$ cat src/rtl/byte_reg_write_arbiter_pkg.sv
// -----------------------------------------------------------------------------
// byte_reg_arb_pkg
// Shared types and sizing helpers for the byte-enabled register write arbiter.
//   arb_state_e : arbiter FSM states (IDLE, GRANT)
//   be_width    : byte-enable width for a given data width
//   cnt_width   : width of the per-grant beat counter (clog2(MAX_HOLD), min 1)
// -----------------------------------------------------------------------------
package byte_reg_arb_pkg;

    typedef enum logic {
        IDLE  = 1'b0,
        GRANT = 1'b1
    } arb_state_e;

    function automatic int unsigned be_width(input int unsigned dw);
        return dw / 8;
    endfunction

    // The counter only has to reach MAX_HOLD-1; keep at least one bit.
    function automatic int unsigned cnt_width(input int unsigned max_hold);
        return (max_hold > 1) ? $clog2(max_hold) : 1;
    endfunction

endpackage

$ cat src/rtl/byte_reg_write_arbiter_if.sv
// -----------------------------------------------------------------------------
// byte_reg_write_arbiter_if
// Requester bundle plus the register write port driven by the arbiter.
//   req, wdata, wbe            : from the requesters (flattened, requester i
//                                at [i*DW +: DW] and [i*(DW/8) +: DW/8])
//   gnt                        : one-hot grant back to the requesters
//   reg_we, reg_byteena, reg_d : registered write port of the data register
// Modports: master = requester side, slave = arbiter side.
// -----------------------------------------------------------------------------
interface byte_reg_write_arbiter_if #(
    parameter int unsigned NREQ = 4,
    parameter int unsigned DW   = 16
);
    import byte_reg_arb_pkg::*;

    localparam int unsigned BEW = be_width(DW);

    logic [NREQ-1:0]     req;
    logic [NREQ*DW-1:0]  wdata;
    logic [NREQ*BEW-1:0] wbe;
    logic [NREQ-1:0]     gnt;
    logic                reg_we;
    logic [BEW-1:0]      reg_byteena;
    logic [DW-1:0]       reg_d;

    modport master (
        output req, wdata, wbe,
        input  gnt, reg_we, reg_byteena, reg_d
    );

    modport slave (
        input  req, wdata, wbe,
        output gnt, reg_we, reg_byteena, reg_d
    );

endinterface

$ cat src/rtl/byte_reg_rr_pick.sv
// -----------------------------------------------------------------------------
// byte_reg_rr_pick
// Combinational winner selection.
//   req    : request vector
//   start  : round-robin start index (highest priority this round)
//   winner : one-hot winner, zero when nothing requests
//   valid  : any request present
// Build option: ARB_FIXED_PRIO_EN selects lowest-index-wins, start is ignored.
// -----------------------------------------------------------------------------
module byte_reg_rr_pick #(
    parameter int unsigned NREQ = 4,
    localparam int unsigned PW  = $clog2(NREQ)
) (
    input  logic [NREQ-1:0] req,
    input  logic [PW-1:0]   start,
    output logic [NREQ-1:0] winner,
    output logic            valid
);

    assign valid = |req;

`ifdef ARB_FIXED_PRIO_EN

    logic unused_start;
    assign unused_start = ^start;

    // Isolate the lowest set bit.
    assign winner = req & (~req + NREQ'(1));

`else

    logic [NREQ-1:0] rot;
    logic [NREQ-1:0] win_rot;
    logic            found;

    always_comb begin
        // Rotate right by start so that bit 0 is the highest-priority slot.
        rot     = NREQ'({req, req} >> start);
        win_rot = '0;
        found   = 1'b0;
        for (int i = 0; i < NREQ; i++) begin
            if (rot[i] && !found) begin
                win_rot[i] = 1'b1;
                found      = 1'b1;
            end
        end
        // Rotate the one-hot result back left by start.
        winner = NREQ'(({win_rot, win_rot} << start) >> NREQ);
    end

`endif

endmodule

$ cat src/rtl/byte_reg_write_arbiter.sv
// -----------------------------------------------------------------------------
// byte_reg_write_arbiter
// Shares the write port of one byte-enabled register between NREQ requesters.
// Round-robin grant with a bounded hold of MAX_HOLD beats while others wait;
// an uncontested owner keeps the grant for as long as it requests.
//   clk    : rising-edge clock
//   resetn : asynchronous active-low reset
//   bus    : byte_reg_write_arbiter_if.slave (req/wdata/wbe in, gnt and the
//            registered reg_we/reg_byteena/reg_d out)
// Build option: ARB_FIXED_PRIO_EN switches to fixed priority (lowest index
// wins, hold limit only yields to a lower-index requester).
// -----------------------------------------------------------------------------
module byte_reg_write_arbiter
    import byte_reg_arb_pkg::*;
#(
    parameter int unsigned NREQ     = 4,
    parameter int unsigned DW       = 16,
    parameter int unsigned MAX_HOLD = 4
) (
    input  logic                      clk,
    input  logic                      resetn,
    byte_reg_write_arbiter_if.slave   bus
);

    localparam int unsigned BEW = be_width(DW);
    localparam int unsigned PW  = $clog2(NREQ);
    localparam int unsigned CW  = cnt_width(MAX_HOLD);

    localparam logic [CW-1:0] HOLD_LAST = CW'(MAX_HOLD - 1);
    localparam logic [PW-1:0] PTR_LAST  = PW'(NREQ - 1);

    arb_state_e      state_q, state_d;
    logic [PW-1:0]   ptr_q, ptr_d;
    logic [CW-1:0]   cnt_q, cnt_d;
    logic [NREQ-1:0] gnt_q, gnt_d;
    logic            reg_we_q, reg_we_d;
    logic [BEW-1:0]  reg_be_q, reg_be_d;
    logic [DW-1:0]   reg_d_q, reg_d_d;

    logic [PW-1:0]   owner;
    logic [PW-1:0]   ptr_after;
    logic [DW-1:0]   sel_d;
    logic [BEW-1:0]  sel_be;
    logic            owner_req;
    logic            accept;
    logic            compete;
    logic            release_gnt;
    logic [NREQ-1:0] pick_req;
    logic [PW-1:0]   pick_start;
    logic [NREQ-1:0] pick_win;
    logic            pick_valid;

    // Owner index and its data/enables, taken from the one-hot grant.
    always_comb begin
        owner  = '0;
        sel_d  = '0;
        sel_be = '0;
        for (int i = 0; i < NREQ; i++) begin
            if (gnt_q[i]) begin
                owner  = PW'(i);
                sel_d  = bus.wdata[i*DW +: DW];
                sel_be = bus.wbe[i*BEW +: BEW];
            end
        end
    end

    assign ptr_after = (owner == PTR_LAST) ? '0 : owner + PW'(1);
    assign owner_req = |(gnt_q & bus.req);
    assign accept    = (state_q == GRANT) && owner_req;

`ifdef ARB_FIXED_PRIO_EN
    // gnt_q - 1 masks every index below the one-hot owner.
    assign compete = |(bus.req & (gnt_q - NREQ'(1)));
`else
    assign compete = |(bus.req & ~gnt_q);
`endif

    assign release_gnt = (state_q == GRANT) &&
                         (!owner_req || (accept && (cnt_q == HOLD_LAST) && compete));

    // On release the owner is excluded so the grant always moves on.
    assign pick_req   = (state_q == IDLE) ? bus.req : (bus.req & ~gnt_q);
    assign pick_start = (state_q == IDLE) ? ptr_q : ptr_after;

    byte_reg_rr_pick #(
        .NREQ (NREQ)
    ) u_pick (
        .req    (pick_req),
        .start  (pick_start),
        .winner (pick_win),
        .valid  (pick_valid)
    );

    always_comb begin
        state_d  = state_q;
        ptr_d    = ptr_q;
        cnt_d    = cnt_q;
        gnt_d    = gnt_q;
        reg_we_d = 1'b0;
        reg_be_d = reg_be_q;
        reg_d_d  = reg_d_q;

        if (accept) begin
            reg_d_d  = sel_d;
            reg_be_d = sel_be;
            reg_we_d = |sel_be;
            // Saturate so an uncontested owner yields on its next beat once
            // a competitor shows up.
            if (cnt_q != HOLD_LAST) begin
                cnt_d = cnt_q + CW'(1);
            end
        end

        unique case (state_q)
            IDLE: begin
                if (pick_valid) begin
                    gnt_d   = pick_win;
                    cnt_d   = '0;
                    state_d = GRANT;
                end
            end
            GRANT: begin
                if (release_gnt) begin
                    ptr_d   = ptr_after;
                    gnt_d   = pick_win;
                    cnt_d   = '0;
                    state_d = pick_valid ? GRANT : IDLE;
                end
            end
            default: begin
                state_d = IDLE;
                gnt_d   = '0;
            end
        endcase
    end

    always_ff @(posedge clk or negedge resetn) begin
        if (!resetn) begin
            state_q  <= IDLE;
            ptr_q    <= '0;
            cnt_q    <= '0;
            gnt_q    <= '0;
            reg_we_q <= 1'b0;
            reg_be_q <= '0;
            reg_d_q  <= '0;
        end else begin
            state_q  <= state_d;
            ptr_q    <= ptr_d;
            cnt_q    <= cnt_d;
            gnt_q    <= gnt_d;
            reg_we_q <= reg_we_d;
            reg_be_q <= reg_be_d;
            reg_d_q  <= reg_d_d;
        end
    end

    assign bus.gnt         = gnt_q;
    assign bus.reg_we      = reg_we_q;
    assign bus.reg_byteena = reg_be_q;
    assign bus.reg_d       = reg_d_q;

endmodule
$ cat src/flat_wrapper.sv
// flat-port wrapper written by rule: the top's interface ports become plain ports
module byte_reg_write_arbiter_flat import byte_reg_arb_pkg::*;
#(
    parameter int unsigned NREQ     = 4,
    parameter int unsigned DW       = 16,
    parameter int unsigned MAX_HOLD = 4
)
  (clk, resetn, bus_req, bus_wdata, bus_wbe, bus_gnt, bus_reg_we, bus_reg_byteena, bus_reg_d);
  byte_reg_write_arbiter_if #(.NREQ(NREQ), .DW(DW)) bus_i ();
  input  logic clk;
  input  logic resetn;
  input wire logic [$bits(bus_i.req)-1:0] bus_req;
  input wire logic [$bits(bus_i.wdata)-1:0] bus_wdata;
  input wire logic [$bits(bus_i.wbe)-1:0] bus_wbe;
  output wire logic [$bits(bus_i.gnt)-1:0] bus_gnt;
  output wire logic [$bits(bus_i.reg_we)-1:0] bus_reg_we;
  output wire logic [$bits(bus_i.reg_byteena)-1:0] bus_reg_byteena;
  output wire logic [$bits(bus_i.reg_d)-1:0] bus_reg_d;
  assign bus_i.req = bus_req;
  assign bus_i.wdata = bus_wdata;
  assign bus_i.wbe = bus_wbe;
  assign bus_gnt = bus_i.gnt;
  assign bus_reg_we = bus_i.reg_we;
  assign bus_reg_byteena = bus_i.reg_byteena;
  assign bus_reg_d = bus_i.reg_d;
  byte_reg_write_arbiter #(.NREQ(NREQ), .DW(DW), .MAX_HOLD(MAX_HOLD)) u_core (.clk(clk), .resetn(resetn), .bus(bus_i));
endmodule
$ cat config.mk
export PLATFORM = sky130hd
export DESIGN_NAME = byte_reg_write_arbiter_flat
export DESIGN_NICKNAME = d
export VERILOG_FILES = /design/src/rtl/byte_reg_write_arbiter_pkg.sv /design/src/rtl/byte_reg_write_arbiter_if.sv /design/src/rtl/byte_reg_rr_pick.sv /design/src/rtl/byte_reg_write_arbiter.sv /design/src/flat_wrapper.sv
export SDC_FILE = /design/constraint.sdc
export NUM_CORES = 1
export LEC_CHECK = 0
export CAP_MARGIN = 10
export CORE_AREA = 2 2 71 73
export CTS_CLUSTER_SIZE = 30
export DETAILED_ROUTE_END_ITERATION = 6
export DIE_AREA = 0 0 73 75
export HOLD_SLACK_MARGIN = 0.08
export MAX_ROUTING_LAYER = met4
export PLACE_DENSITY = 0.78
export SLEW_MARGIN = 20
export SYNTH_ARGS = -nofsm -noshare
export SYNTH_HDL_FRONTEND = slang
export SYNTH_HIERARCHICAL = 1
export SYNTH_SLANG_ARGS = --single-unit
$ cat constraint.sdc
create_clock -name clk -period 5.9 [get_ports clk]
set_input_delay 0.885 -clock clk [delete_from_list [all_inputs] [get_ports clk]]
set_output_delay 0.885 -clock clk [all_outputs]
set_load 0.01 [all_outputs]
# Word level (Yosys, flattened, before mapping)
# Cells that the tools add are included.
dict set report word_totals {
  latch_bits 0
  register_bits 28
  mem_bits_rw 0
  output_inout_bits 23
  input_bits 78
  mem_count 0
  mem_bits_ro 0
}
dict set report op_classes {
  order_cmp 0
  n_bitwise 4
  n_shift 2
  n_eq_ne 5
  n_reduce_logical 18
  n_mul 0
  n_div 0
  n_mux 32
  n_addsub 2
}
# op n
set op_table {}
lappend op_table {{16-bit two-way mux} 4}
lappend op_table {{2-bit two-way mux} 12}
lappend op_table {{4-bit two-way mux} 3}
lappend op_table {{4-bit OR reduction} 3}
lappend op_table {{1-bit two-way mux} 10}
lappend op_table {{4-bit AND} 2}
lappend op_table {{4-bit case mux with 2 select lines} 1}
lappend op_table {{8-bit by 2-bit << shifter with 8-bit output} 1}
lappend op_table {{8-bit by 2-bit >> shifter with 4-bit output} 1}
lappend op_table {{1-bit logical AND} 7}
lappend op_table {{2-bit by 1-bit adder with 2-bit output, second input constant} 2}
lappend op_table {{2-bit equality test, second input constant} 2}
lappend op_table {{1-bit logical NOT} 4}
lappend op_table {{2-bit != test, second input constant} 2}
lappend op_table {{4-bit NOT} 1}
lappend op_table {{2-bit case mux with 2 select lines} 1}
lappend op_table {{2-bit AND reduction} 2}
lappend op_table {{2-bit by 1-bit != test with 1-bit output, second input constant} 1}
lappend op_table {{1-bit case mux with 2 select lines} 1}
lappend op_table {{2-bit OR reduction} 1}
lappend op_table {{1-bit logical OR} 1}
lappend op_table {{1-bit NOT} 1}

# Longest topological paths before layout
dict set report depth {
  word_depth 20
  mapped_depth 9
  ltp_nobuf 7
}

# Cells and area by module
# Netlist, hierarchy kept.
# mod area_each_um2 cells_each instances
set by_module_without_submodules {}
lappend by_module_without_submodules {byte_reg_write_arbiter 1739.2 194 1}
lappend by_module_without_submodules {byte_reg_rr_pick 110.1 20 1}

# Worst setup path before layout
# OpenSTA, ideal clock, no wires.
dict set report synth_timing {
  kind {flip-flop to flip-flop}
  startpoint {register u_core.gnt_q[2] (netlist: u_core/bus.gnt[2])}
  endpoint {register u_core.gnt_q[0] (netlist: u_core/bus.gnt[0])}
  stages_incl_launch_ff 8
  t_required_ns 5.775
  arrival_ns 1.894
  n_path_buf 2
  synth_period_minus_slack_ns 2.019
  setup_ns 0.125
  setup_slack_ns 3.881
  cell_sequence {dfrtp_1 clkbuf_1 clkbuf_1 a21boi_0 nor2_1 nand2_1 o22ai_4 mux2_4}
}
dict set report synth_via {
  elab_cells_between_ends 39
  classes_between {add/sub: 1; eq/ne: 3; shift: 2; mux: 14; bitwise: 3; reduce/logical: 16}
}
# element line
set synth_lines {}
lappend synth_lines {{start: declaration} byte_reg_write_arbiter.sv:35} ;# logic [NREQ-1:0] gnt_q, gnt_d;
lappend synth_lines {{start signal: assignment} byte_reg_write_arbiter.sv:150} ;# gnt_q <= gnt_d;
lappend synth_lines {{4-bit NOT} byte_reg_write_arbiter.sv:82} ;# assign pick_req = (state_q == IDLE) ? bus.req : (bus.req & ~gnt_q);
lappend synth_lines {{4-bit AND} byte_reg_write_arbiter.sv:82}
lappend synth_lines {{4-bit two-way mux} byte_reg_write_arbiter.sv:82}
lappend synth_lines {{net u_core.pick_req[2]} byte_reg_write_arbiter.sv:48} ;# logic [NREQ-1:0] pick_req;
lappend synth_lines {{4-bit OR reduction} byte_reg_rr_pick.sv:20} ;# assign valid = |req;
lappend synth_lines {{net u_core.pick_valid} byte_reg_write_arbiter.sv:51} ;# logic pick_valid;
lappend synth_lines {{2-bit by 1-bit != test with 1-bit output (no source line)} --}
lappend synth_lines {{2-bit AND reduction (no source line)} --}
# The timed path passes the listed nets, and every way through them passes these cells. The select of a mux whose other input is x is not followed.
# A chain may end at the register's enable or synchronous reset.

# Final worst setup path
dict set report layout_timing {
  startpoint {register u_core.gnt_q[2] (netlist: u_core/bus.gnt[2])}
  endpoint {output port bus_gnt[2]}
}
# element line
set layout_lines {}
lappend layout_lines {{end: declaration} flat_wrapper.sv:15} ;# output wire logic [$bits(bus_i.gnt)-1:0] bus_gnt;
# No word-level cell between the ends.

==> out/results.ini <==
[logic_synthesis]
synthFlopType=dfrtp_1
ys_warn_count=6
syn_inst=214
seq_area_frac_synth_pct=37.9
ys_types=28
synth_area_leaders=dfrtp_1, a221o_1, a22oi_1
synth.top_cell.area_share_pct=37.9
synth_edf_count=0
syn_avg_cell_area_sq_um=8.64
synth_top_area_cell=dfrtp_1
ys_ff_latch=28
synth_nets=292
synthArstFlopShare_pct=100
synth_area_sq_um=1850

[timing]
max_freq_mhz=342
period_minus_slack_ns=2.93
setup-violations-final=0
relSlewSlack_pct=36.3
hold_violations=0
timing.clock.skew_ns=0.00531
worst_slew_pin_slew_ns=0.951
slew_violations=0
finalCritPeriodShare_pct=49.6
tns_ns=0
rsz0062_at_grt=no

[clocking]
cts-htree-levels=1
postCtsSetupRepairBufs=0
cts_resized=0
cts.sinks=28
insertion_delay_ns=0.27
cts_max_path_buffers=2
cts_buffers=3
clk_root_buffer_cell=clkbuf_8
path_clk_slew_ns=0.09
hold_buffers=0
cts_tree=done

[grt]
track_usage_pct=20.1
antenna_found_initial=0
grt_pass1_vias=1862
grt_pass1_wl_microns=8470
grt_start_max_net_pins=41
overflow=0

[power]
ir_drop_uv=282
cellPowerDensity_nw_per_um2=404
p_leak_uw=0.00124
power.total_uw=1180

[critical_path]
cp.required_ns=5.02
r2r_setup_slack_ns=3.39
critical_path_peak_fanout=23
cp_data_arrival_time_ns=2.04
end_kind=output pin
critPathLaunchType=flip-flop
path_class=reg2out

[placed_design]
routabilityCongestion=0.802
io_buffers=100
dp_hpwl_microns=4200

[floorplan]
num_rows=25
io_pins=101
die_w_microns=73
die_y_microns=75
die_area_sq_um=5480
core_area_sq_um=4660
initial_core_util_pct=39.7

[job]
maxCapViolCount=0

[routing]
drtIter0Drc=138
final_antenna_net_count=0
vias=1909
viasPerCell=5.35
wl_per_cell_microns=15.4
routed_wl_microns=5490
drtPass1Iterations=4
drc=0

[finish]
syn2layout_area_growth_pct=57.7
seqCellArea_sq_um=701
drive_gt1_share_pct=6.27
multiInputGateArea_sq_um=976
antenna_cells=0
fin_nets=382
fill_cells=417

[outcome]
status=complete, no violations

[min_path]
hp-class=reg2reg

sequential cells by signal (all words and copies together) (netlist names):
signal,cells
u_core/bus.gnt,4
u_core/bus.reg_byteena,2
u_core/bus.reg_d,16
u_core/bus.reg_we,1
u_core/cnt_q,2
u_core/ptr_q,2
u_core/state_q,1
cells by family after synthesis:
| family | Yosys count | share of synthesized area, % |
|---|---|---|
| muxes | 8 | 5.68 |
| AOI/OAI and AO/OA | 95 | 37.2 |
| DFF | 28 | 37.9 |
| and+or+nand+nor | 42 | 9.88 |
| buffers and inverters | 41 | 9.34 |
final timing paths:
check | from | cells after the start | endpoint
setup / recovery | u_core/bus.gnt[2] | 2 | bus_gnt[2]
hold / removal | u_core/bus.reg_d[3] | 2 | u_core/bus.reg_d[3]
setup reg to reg | u_core/bus.gnt[1] | 5 | u_core/bus.gnt[2]
hold reg to reg | u_core/bus.reg_d[3] | 2 | u_core/bus.reg_d[3]
max in group asynchronous | resetn | 2 | u_core/bus.reg_d[3]
min in group asynchronous | resetn | 2 | u_core/ptr_q[0]
cell type report:
class | instances | share of cell area (%)
inverters | 21 | 2.70
well taps | 54 | 2.32
clock buffers | 4 | 1.89
multi-input cells | 145 | 33.5
repair buffers | 105 | 35.6
flip-flops and latches | 28 | 24.0
critical path, cell delays in order (launching register included):
cell and delay [ns]:
dfrtp_1 0.80, buf_4 0.38, clkdlybuf4s50_1 0.59
power by group:
| part | switching (uW) | total, uW | internal, uW |
|---|---|---|---|
| Sequential | 76.9 | 345 | 269 |
| Clock | 57.4 | 117 | 59.6 |
| Combinational | 339 | 717 | 378 |
per-stage QoR:
stage                     hold slack, ns  cell area (sq um)  setup slack (ns)  instances  util, %
after floorplan                    0.460               1850              3.88        214        -
after global placement             0.467               2860              2.84        353     61.4
after detailed placement           0.475               2860              2.81        353     61.4
after CTS                          0.497               2920              2.96        357     62.6
after global routing               0.531               2920              2.88        357     62.6
final                              0.493               2920              2.97        357     62.6
layout by cell type (no fill, tap or decap), types with 5 or more instances in the layout:
cell               n
dfrtp_1           28
a22oi_1           18
clkdlybuf4s50_1  100
o21ai_1           19
inv_1             21
nor2_1            10
a21oi_1           23
a221o_1           18
buf_4              5
nand2_1           22
nand2b_1           6
synth_stat cells (3+ instances only):
| cell | count |
|---|---|
| a21boi_0 | 4 |
| a21oi_1 | 23 |
| a221o_1 | 18 |
| a22o_1 | 3 |
| a22oi_1 | 18 |
| buf_2 | 6 |
| clkbuf_1 | 12 |
| dfrtp_1 | 28 |
| inv_1 | 21 |
| mux2_4 | 4 |
| nand2_1 | 22 |
| nand2b_1 | 6 |
| nor2_1 | 10 |
| o21a_1 | 3 |
| o21ai_1 | 19 |
layer usage:
metal	vias up	global-route usage, %	part of all wire, %
met5	-	-	0
met1	890	25.1	43
li1	951	-	-
met4	0	4.94	1.1
met3	6	2.41	5.6
met2	62	34.7	50
Power figures use the tool's default switching activity.
